`config.mk`:
```
export PLATFORM = sky130hd
export DESIGN_NAME = ram_ctrl
export DESIGN_NICKNAME = d
export VERILOG_FILES = /design/src/rtl/ram_ctrl_pkg.sv /design/src/rtl/ram_ctrl.sv
export SDC_FILE = /design/constraint.sdc
export NUM_CORES = 1
export LEC_CHECK = 0
export ABC_AREA = 1
export CAP_MARGIN = 20
export CORE_MARGIN = 4
export CORE_UTILIZATION = 30
export DETAILED_ROUTE_END_ITERATION = 12
export GPL_ROUTABILITY_DRIVEN = 0
export PLACE_DENSITY_LB_ADDON = 0.3
export SETUP_SLACK_MARGIN = 0.4
export SYNTH_ARGS = -nofsm -noshare
export SYNTH_HDL_FRONTEND = slang
export SYNTH_SLANG_ARGS = --single-unit
```
`constraint.sdc`:
```
create_clock -name clk -period 2 [get_ports clk]
set_clock_uncertainty 0.2 [all_clocks]
set_input_delay 0.4 -clock clk [delete_from_list [all_inputs] [get_ports clk]]
set_output_delay 0.4 -clock clk [all_outputs]
set_load 0.05 [all_outputs]
```
`src/rtl/ram_ctrl_pkg.sv`:
```
// Shared types and default widths for the RAM request/response front-end.
package ram_ctrl_pkg;

  localparam int ADDR_W_DEF = 8;
  localparam int DATA_W_DEF = 8;
  localparam int LEN_W_DEF  = 8;

  typedef enum logic [2:0] {
    ST_IDLE     = 3'd0,
    ST_WR       = 3'd1,
    ST_RD_ISSUE = 3'd2,
    ST_RD_WAIT  = 3'd3,
    ST_RD_RESP  = 3'd4
  } state_e;

endpackage

```
`src/rtl/ram_ctrl.sv`:
```
// Front-end for a single-port synchronous RAM: single-beat writes, wrapping
// burst reads, read data returned over a backpressurable response channel.
module ram_ctrl
  import ram_ctrl_pkg::*;
#(
  parameter int ADDR_W = ADDR_W_DEF,
  parameter int DATA_W = DATA_W_DEF,
  parameter int LEN_W  = LEN_W_DEF
) (
  input  logic              clk,
  input  logic              rst_n,
  // Both channels: a beat transfers on a rising edge where valid && ready;
  // valid never waits on ready, and the producer holds its fields until then.
  input  logic              req_valid,
  output logic              req_ready,
  input  logic              req_we,
  input  logic [ADDR_W-1:0] req_addr,
  input  logic [DATA_W-1:0] req_wdata,
  input  logic [LEN_W-1:0]  req_len,
  output logic              rsp_valid,
  input  logic              rsp_ready,
  output logic [DATA_W-1:0] rsp_data,
  output logic              rsp_last,
  output logic              ram_en,
  output logic              ram_we,
  output logic [ADDR_W-1:0] ram_addr,
  output logic [DATA_W-1:0] ram_wdata,
  input  logic [DATA_W-1:0] ram_rdata,
  output state_e            dbg_state
);

  state_e            state_q, state_d;
  logic [LEN_W-1:0]  cnt_q, cnt_d;
  logic [ADDR_W-1:0] ram_addr_q, ram_addr_d;
  logic [DATA_W-1:0] ram_wdata_q, ram_wdata_d;
  logic [DATA_W-1:0] rsp_data_q, rsp_data_d;
  logic              rsp_last_q, rsp_last_d;

  always_ff @(posedge clk) begin
    if (!rst_n) begin
      state_q     <= ST_IDLE;
      cnt_q       <= '0;
      ram_addr_q  <= '0;
      ram_wdata_q <= '0;
      rsp_data_q  <= '0;
      rsp_last_q  <= 1'b0;
    end else begin
      state_q     <= state_d;
      cnt_q       <= cnt_d;
      ram_addr_q  <= ram_addr_d;
      ram_wdata_q <= ram_wdata_d;
      rsp_data_q  <= rsp_data_d;
      rsp_last_q  <= rsp_last_d;
    end
  end

  // The RAM address register doubles as the burst address pointer.
  always_comb begin
    state_d     = state_q;
    cnt_d       = cnt_q;
    ram_addr_d  = ram_addr_q;
    ram_wdata_d = ram_wdata_q;
    rsp_data_d  = rsp_data_q;
    rsp_last_d  = rsp_last_q;
    ram_en      = 1'b0;
    ram_we      = 1'b0;
    rsp_valid   = 1'b0;
    case (state_q)
      ST_IDLE: begin
        if (req_valid) begin
          ram_addr_d = req_addr;
          cnt_d      = req_len;
          if (req_we) begin
            ram_wdata_d = req_wdata;
            state_d     = ST_WR;
          end else begin
            state_d = ST_RD_ISSUE;
          end
        end
      end
      ST_WR: begin
        ram_en  = 1'b1;
        ram_we  = 1'b1;
        state_d = ST_IDLE;
      end
      ST_RD_ISSUE: begin
        ram_en  = 1'b1;
        state_d = ST_RD_WAIT;
      end
      ST_RD_WAIT: begin
        rsp_data_d = ram_rdata;
        rsp_last_d = (cnt_q == '0);
        state_d    = ST_RD_RESP;
      end
      ST_RD_RESP: begin
        rsp_valid = 1'b1;
        if (rsp_ready) begin
          if (cnt_q == '0) begin
            state_d = ST_IDLE;
          end else begin
            cnt_d      = cnt_q - LEN_W'(1);
            ram_addr_d = ram_addr_q + ADDR_W'(1);
            state_d    = ST_RD_ISSUE;
          end
        end
      end
      default: state_d = ST_IDLE;
    endcase
  end

  assign req_ready = (state_q == ST_IDLE) && rst_n;
  assign rsp_data  = rsp_data_q;
  assign rsp_last  = rsp_last_q;
  assign ram_addr  = ram_addr_q;
  assign ram_wdata = ram_wdata_q;
  assign dbg_state = state_q;

endmodule

```
==> results by stage, run 1 <==
Timing:
- After layout, the worst path uses roughly nine tenths of the clock period.
- The shortest period the worst path allows is roughly 1800 ps.
- The total count of hold-check failures in the final report was 0.
- The number of max-slew violations in the final report was 0.
- The highest clock frequency the design can meet is roughly 560 MHz.
- The max-slew headroom at the worst pin is between 70% and 80%.
- Setup repair after global routing could not meet its margin everywhere.
- The summed negative setup slack over all endpoints is 0 ps.
- Setup violations remaining at the end of the flow were counted as 0.
- At the pin with the least slew margin, the transition time is ~320 ps.

Global route:
- The via count of the first global-routing pass was roughly 2,100.
- Entering global routing, the biggest net connects 24 pins.
- The initial antenna violation count came to 0.
- The first global-routing pass estimated 9720 um of wire.
- The total track usage is 15.8%.
- The total overflow left after global routing is 0.

Power and ir drop:
- IR analysis of the VDD net gives a maximum drop of ~570 uV.
- The net switching fraction of the power is between 30% and 40%.
- The static leakage power is 1.51 nW.
- The total internal power is approximately 1.6 mW.
- In this run, the clock network consumes 23.4% of the power.
- Combinational logic burns 42.4% of the power.
- The switching component of the power is approximately 960 uW.
- The power per cell area is between 700 and 800 nW/um2.
- The share of total power dissipated in sequential elements is approximately 34%.

Clock network:
- The CTS tree is built.
- Clock latency on the worst-skew pair, taken at its later pin, is 290 ps.
- CTS built an H-tree with a depth of 2.
- Hold repair after CTS inserted 0 buffers.
- Clock tree synthesis selected as its root buffer the cell sky130_fd_sc_hd__clkbuf_8.
- The buffer levels on the longest clock path is 2.
- The number of buffers created by CTS is 5.
- The post-CTS clock slew at the launch and capture registers of the worst setup and hold paths is about 70 ps.
- The number of clock sinks seen by CTS is 36.

Floorplan:
- The floorplan die area is 7730 um2.
- During I/O placement, the number of pins put on the boundary was 69.
- The floorplan step set the die width to 87.9 um.
- Row generation in the floorplan step produced 28 rows.
- The initial utilization of the core area, before any placement, comes to roughly a third.
- Measured along the y axis, the die boundary spans ~90 um.
- The floorplan step defined a core boundary enclosing roughly 6000 um2.

Setup path:
- On the critical path, the stage with the largest delay is an instance of sky130_fd_sc_hd__dfxtp_4.
- The start-to-end type of the worst setup path is flop to output port.
- The critical path capture point type is an output port.
- The maximum cell stage delay along the critical path is 380 ps.
- The critical path goes through inv_4 > nand2_8 > nor2_4 > buf_12.
- The buffer and inverter count on the worst path is 2.
- STA classifies the critical path startpoint as a flop.
- The category of cells accounting for the largest share of critical-path delay is flip-flops.
- The worst-path maximum fanout is 4.
- The required time of the worst setup path is around 1400 ps.
- At the worst endpoint, the arrival time is about 1200 ps.

Logic synthesis:
- After synthesis, the cell types taking the most area are sky130_fd_sc_hd__dfxtp_1 38%, sky130_fd_sc_hd__nand2_1 15%, sky130_fd_sc_hd__nor2_1 7.3%, sky130_fd_sc_hd__o21ai_0 7.1%, sky130_fd_sc_hd__inv_1 6.3%.
- The sequential element share of the synthesized area is 37.6%.
- The number of different library cells in the post-synthesis netlist is 28.
- The synthesized netlist net count is about 330.
- The cell area that synthesis handed to floorplanning was between 1500 and 2000 um2.
- Summed over its instances, the top area cell type makes up around 38% of the synthesized netlist area.
- The largest total area in the synthesized netlist belongs to sky130_fd_sc_hd__dfxtp_1.
- The yosys synthesis warning count is 0.
- Synthesis handed over a netlist of 291 instances.
- After synthesis, the mean cell area works out to around 6.6 um2.
- Counting flops and latches in the post-synthesis netlist gives 36.

Place:
- Once detailed placement completed, the half-perimeter wirelength came to 3790 um.
- The number of input and output port buffers inserted is 68.

Run:
- The count of max-cap constraint violations is 0.

Route:
- The routed layout has about 2,300 vias.
- In the routed layout, each cell is associated on average with a via count of between 4 and 5.
- Wires add up to ~6600 um.
- In this run, the number of DRC markers left after iteration 0 of detailed routing was ~130.
- Dividing the detail-routed wire length by the instance count gives about 14 um.
- The number of remaining DRC errors is 0.
- The total iterations of the first detailed-routing run is 4.
- The count of antenna-violating nets left after detailed routing is 0.

Layout:
- The total inserted antenna cells is 0.
- In the layout the commonest cells are 55 x sky130_fd_sc_hd__nand2_1, 46 x sky130_fd_sc_hd__buf_4, 36 x sky130_fd_sc_hd__nor2_1, 33 x sky130_fd_sc_hd__clkdlybuf4s50_1, 26 x sky130_fd_sc_hd__inv_1.
- The post-layout net count is 430.
- The fraction of layout cells with a size suffix above 1 is between 30% and 40%.
- The layout has 571 filler cells.
- The library cell used most frequently in the layout, excluding fill and tap cells, is sky130_fd_sc_hd__nand2_1.
- For this run, the share of the core covered by cells in the final layout is a little under three fifths.
- The synthesis-to-finish area growth is 75.3%.

Status:
- The run finished with clean final reports.

Worst hold path:
- The worst hold-check path type is flop to flop.
-- registers in the layout, summed over array words and instances, names as in the netlist --
register   count
ram_wdata      8
rsp_data       8
dbg_state      3
rsp_last       1
cnt_q          8
ram_addr       8
-- cell usage after synthesis, drive strengths merged --
library cell,instances
buf,6
clkinv,1
nor2,43
and2,1
clkbuf,4
nand2,78
or2,1
dfxtp,36
o21ai,29
o211ai,1
o21bai,2
nor3,4
nand4,1
a21oi,21
o22ai,1
a211oi,2
ha,3
inv,34
nand3,22
nor3b,1
-- per-layer routing --
metal | up-vias | wire, um | global-route usage, %
li1 | 1128 | - | -
met1 | 1014 | 2610 | 19.0
met2 | 96 | 3300 | 26.6
met3 | 12 | 578 | 5.93
met4 | 0 | 124 | 4.46
met5 | - | 0 | 0
-- path summary, 6_finish.rpt --
path                             start                         to  slack, ps  cells after the start
max          dbg_state[1]$_SDFFE_PN0P_                  rsp_valid        200                      4
min          ram_wdata[6]$_SDFFE_PN0P_  ram_wdata[6]$_SDFFE_PN0P_        250                      2
max reg2reg      cnt_q[1]$_SDFFE_PN0P_   ram_addr[5]$_SDFFE_PN0P_        240                     10
min reg2reg  ram_wdata[6]$_SDFFE_PN0P_  ram_wdata[6]$_SDFFE_PN0P_        250                      2
-- cells by family (layout without fill, tap and decap cells) --
group | after synthesis | after routing | share of synthesized area (%)
DFF | 36 | 36 | 37.6
and+or+nand+nor | 151 | 152 | 34.1
adders and majority gates | 3 | 3 | 1.96
buffers and inverters | 45 | 144 | 10.8
AOI/OAI and AO/OA | 56 | 56 | 15.5
-- layout make-up --
class	instances	area, um2	share of cell area (%)
inverter	35	146	4.36
timing repair buffer	101	1000	29.8
sequential	36	746	22.2
clock inverter	1	5.00	0.149
multi-input combinational	211	1270	37.8
tap	75	93.8	2.79
clock buffer	7	97.6	2.91
-- per-stage QoR --
stage / cells / power (mW) / hold WS [ps] / setup slack (ps) / area (um2)
floorplan: 291 / 1.37 / 265 / 137 / 1970
global route: 466 / 2.67 / 268 / 142 / 3360
CTS: 458 / 2.42 / 247 / 222 / 3140
global placement: 432 / 1.64 / 232 / 46.7 / 2720
finish: 466 / 2.54 / 245 / 203 / 3360
detailed placement: 432 / 1.64 / 236 / -8.14 / 2720
-- tightest hold or removal path, cell delays in order, from the launching register on --
cell and delay [ps]:
sky130_fd_sc_hd__dfxtp_1 310, sky130_fd_sc_hd__inv_1 50, sky130_fd_sc_hd__a21oi_1 50
-- power groups by stage --
stage	clock [mW]	sequential (mW)	combinational [mW]
after detailed placement	0	0.871	0.771
after CTS	0.601	0.859	0.957
after floorplan	0	1.01	0.355
after global placement	0	0.872	0.766
final	0.594	0.871	1.08
after global routing	0.641	0.881	1.15
-- what timing repair did --
item                                    CTS  global route
hold endpoints to repair                  0             0
gates resized for setup                  52            47
endpoints found under the setup margin   25            43
buffers inserted                         15             7
cloned                                    3             1
pin swaps                                17            11
No activity file was read; power rests on OpenSTA's default activity.
==> inputs of run 2 (changes only) <==
==> constraint.sdc (replaced) <==
create_clock -name clk -period 1.8 [get_ports clk]
set_clock_uncertainty 0.2 [all_clocks]
set_input_delay 0.36 -clock clk [delete_from_list [all_inputs] [get_ports clk]]
set_output_delay 0.36 -clock clk [all_outputs]
set_load 0.05 [all_outputs]
==> run 2 against run 1 <==
Design area rose by 9.6%; register-to-register slack worse by 180 ps; sequential power increased by 12%; routed wire length is 4.1% lower; power up 14%; non-clock buffer count is 5 higher; setup slack got worse by 190 ps; global-route usage down 0.33 points; die area did not move; sequential cell count is the same; sequential share of layout area is 1.3 points lower.
==> results by stage, run 2 (synthesized netlist as in run 1, its figures left out) <==
Timing:
- The highest clock frequency the design can meet is between 500 and 600 MHz.
- The measured slew at the worst slew-check pin is 339 ps (+22.5 ps).
- The post-route clock period utilization is just under 100%.
- The number of max-slew violations in the final report is 0 (unchanged).
- Setup repair after global routing could not meet its margin everywhere.
- The final-report setup violation count is 0 (unchanged).
- The max-slew headroom at the worst pin was 77.2% (-1.6 points).
- The total count of hold-check failures in the final report is 0 (unchanged).
- For the finished layout, the period the worst path requires is approximately 1800 ps.
- The least setup slack across all paths after layout was 17.4 ps (-185 ps).

Layout:
- The leading cell type in the layout, fill and taps excluded is sky130_fd_sc_hd__nand2_1.
- The post-layout net count is 435 (+1.2%).
- The total inserted antenna cells came to 0 (unchanged).
- The fraction of layout cells with a size suffix above 1 is 38.4% (about the same).
- Leaving out fill and tap cells, the most frequent cells in the layout are 70 x sky130_fd_sc_hd__nand2_1, 35 x sky130_fd_sc_hd__clkdlybuf4s50_1, 33 x sky130_fd_sc_hd__nor2_1, 26 x sky130_fd_sc_hd__inv_1, 25 x sky130_fd_sc_hd__buf_6.
- The area growth from synthesis to layout is 92.2%.
- The post-layout instance area is 3680 um2 (+9.6%).

Setup path:
- STA classifies the critical path endpoint as an output port.
- The reg2reg setup slack was 60 ps (-180 ps).
- The worst setup path is launched from a flop.
- On the critical path the largest part of the delay comes from flip-flops.
- The worst-path maximum fanout is 5 (+1).
- In this run the critical register-to-register path is captured at cnt_q[7]$_SDFFE_PN0P_.
- The signal arrival time at the worst endpoint came to 1220 ps (+20 ps).
- In this run the critical register-to-register path is launched from dbg_state[0]$_SDFFE_PN0P_.
- The required time of the worst setup path came to 1240 ps (-160 ps).
- The count of cells along the worst register-to-register path was 11 (+1).
- The maximum cell stage delay along the critical path is 370 ps (about the same).
- The critical path goes through inv_8 > nand2_8 > nor3_4 > buf_12.
- The buffer and inverter count on the worst path is 2 (unchanged).
- The count of cell instances traversed by the critical path was 4 (unchanged).
- The start-to-end type of the worst setup path is flop to output port.
- The master of the slowest instance on the critical path is sky130_fd_sc_hd__dfxtp_4.

Power and ir drop:
- The largest voltage drop on the vdd net is 409 uV (-28%).
- The static leakage power is 1.58 nW (+4.8%).
- The switching component of the power is 1.03 mW (+7.0%).
- The net switching fraction of the power is 35.5% (-2.3 points).
- The total internal power is 1.87 mW (+18%).
- The proportion of power drawn by the clock network was 24.3% (+0.9 points).
- The sequential fraction of design power came to 33.8% (-0.5 points).
- The relative contribution of combinational cells to total power was 42.0% (-0.4 points).
- The power per cell area came to 786 nW/um2 (+3.8%).

Place:
- The post-placement setup slack was -136 ps (-128 ps).
- The placed standard-cell area was 2960 um2 (+9.0%).
- The number of input and output port buffers inserted is 68 (unchanged).
- The half-perimeter wire length of the detailed placement result is 3880 um (+2.6%).

Route:
- The count of antenna-violating nets left after detailed routing is 0 (unchanged).
- The number of vias after detailed routing is 2,268 (+0.80%).
- The post-detailed-route wirelength per cell is 13.5 um (-5.1%).
- The average via count per standard cell is 4.82 (-0.27%).
- The number of DRC markers after the initial detailed-route iteration is 99 (-22%).
- The detailed-route wire length is 6340 um (-4.1%).
- The total iterations of the first detailed-routing run came to 4 (unchanged).
- The number of remaining DRC errors is 0 (unchanged).

Global route:
- The initial antenna violation count is 0 (unchanged).
- The total track usage is 15.5% (-0.33 points).
- The via count of the first global-routing pass came to 2,197 (+4.9%).
- The first-pass GRT wire length is 9580 um (-1.5%).
- The pin count of the biggest net entering global routing is 24 (unchanged).
- The remaining global-route overflow is 0 (unchanged).

Floorplan:
- The die height is 87.9 um (unchanged).
- The effective utilization at floorplan is 31.6% (unchanged).
- The area of the core region is 6060 um2 (unchanged).
- The floorplan die area is 7730 um2 (unchanged).
- The floorplan die width is 87.9 um (unchanged).
- The number of rows created at floorplan was 28 (unchanged).
- The number of primary I/O pins is 69 (unchanged).

Clock network:
- The number of clock sinks seen by CTS is 36 (unchanged).
- The depth of the CTS H-tree came to 2 (unchanged).
- The buffer levels on the longest clock path is 2 (unchanged).
- The CTS tree is built.
- The clock tree root buffer cell is sky130_fd_sc_hd__clkbuf_8.
- The number of buffers created by CTS came to 5 (unchanged).
- The total of hold buffers inserted after clock tree synthesis is 0 (unchanged).
- The worst-skew pair later-pin latency is 290 ps (about the same).
- The post-CTS clock slew at the launch and capture registers of the worst setup and hold paths came to 80 ps (about the same).

Worst hold path:
- The tightest min-delay check is of the flop to flop type.
- The end point of the most critical hold path is ram_wdata[5]$_SDFFE_PN0P_.
- In this run the most critical hold path is launched from ram_wdata[5]$_SDFFE_PN0P_.
- The number of stages on the worst hold path is 2 (unchanged).

Status:
- The run finished with clean final reports.

Run:
- The count of max-cap constraint violations is 0 (unchanged).
[run 2: area by class of cell]
type	count	area, um2
Timing Repair Buffer	106	1330
Clock buffer	6	72.6
Clock inverter	2	35.0
Inverter	35	148
Sequential cell	36	769
Tap cell	75	93.8
Fill cell	518	2380
Multi-Input combinational cell	211	1230
[run 2: metrics by stage]
stage                     power, mW  TNS (ps)  utilization [%]  hold WS (ps)  std cells
after detailed placement       1.94     -1080             48.9           236        439
after global routing           3.04      -129             60.8           280        471
after floorplan                1.52     -23.3                -           265        291
after global placement         1.93      -913             48.9           232        439
after CTS                      2.80         0             55.5           248        464
final                          2.89         0             60.8           249        471
[run 2: worst max-delay path by stage]
stage	from	to	slack, ps
detailed placement	req_valid	cnt_q[1]$_SDFFE_PN0P_	-140
floorplan	dbg_state[0]$_SDFFE_PN0P_	ram_en	-20
global route	dbg_state[2]$_SDFFE_PN0P_	cnt_q[4]$_SDFFE_PN0P_	-50
finish	dbg_state[0]$_SDFFE_PN0P_	req_ready	20
global placement	rsp_ready	ram_addr[0]$_SDFFE_PN0P_	-110
CTS	dbg_state[0]$_SDFFE_PN0P_	req_ready	20
[run 2: per-layer routing]
| layer | wire [um] | share of wire (%) | track usage [%] |
|---|---|---|---|
| met1 | 2510 | 40 | 17.3 |
| met2 | 3180 | 50 | 27.1 |
| met3 | 559 | 8.8 | 6.02 |
| met4 | 83 | 1.3 | 5.02 |
| met5 | 0 | 0 | 0 |
[run 2: power groups by stage]
stage | Clock, mW | Combinational, mW | Sequential [mW]
2_1_floorplan | 0 | 0.395 | 1.12
3_3_place_gp | 0 | 0.949 | 0.983
3_5_place_dp | 0 | 0.959 | 0.984
4_1_cts | 0.730 | 1.10 | 0.968
5_1_grt | 0.754 | 1.30 | 0.987
6_report | 0.702 | 1.21 | 0.977
[run 2: worst reg2reg max path: stages, from the launching register on]
cell                       delay [ps]
sky130_fd_sc_hd__dfxtp_4          370
sky130_fd_sc_hd__inv_8             80
sky130_fd_sc_hd__nand2_8           70
sky130_fd_sc_hd__nor2_4           140
sky130_fd_sc_hd__buf_12           130
sky130_fd_sc_hd__buf_8            100
sky130_fd_sc_hd__buf_12           120
sky130_fd_sc_hd__nand3_4           70
sky130_fd_sc_hd__o21bai_1         190
sky130_fd_sc_hd__nand2_1           80
sky130_fd_sc_hd__nand2_1           60
sky130_fd_sc_hd__nor2_1            40
[run 2: what timing repair did]
item | CTS | global route
buffers inserted | 15 | 5
setup endpoints to repair | 47 | 65
gates cloned | 2 | 2
pin swaps | 5 | 28
resized for setup | 52 | 68
==> inputs of run 3 (changes only) <==
--- a/config.mk
+++ b/config.mk
@@ -13,6 +13,7 @@
 export GPL_ROUTABILITY_DRIVEN = 0
 export PLACE_DENSITY_LB_ADDON = 0.3
 export SETUP_SLACK_MARGIN = 0.4
+export SLEW_MARGIN = 20
 export SYNTH_ARGS = -nofsm -noshare
 export SYNTH_HDL_FRONTEND = slang
 export SYNTH_SLANG_ARGS = --single-unit
==> results of run 3 <==
Final layout, timing and power as in run 2 (identical DEF).
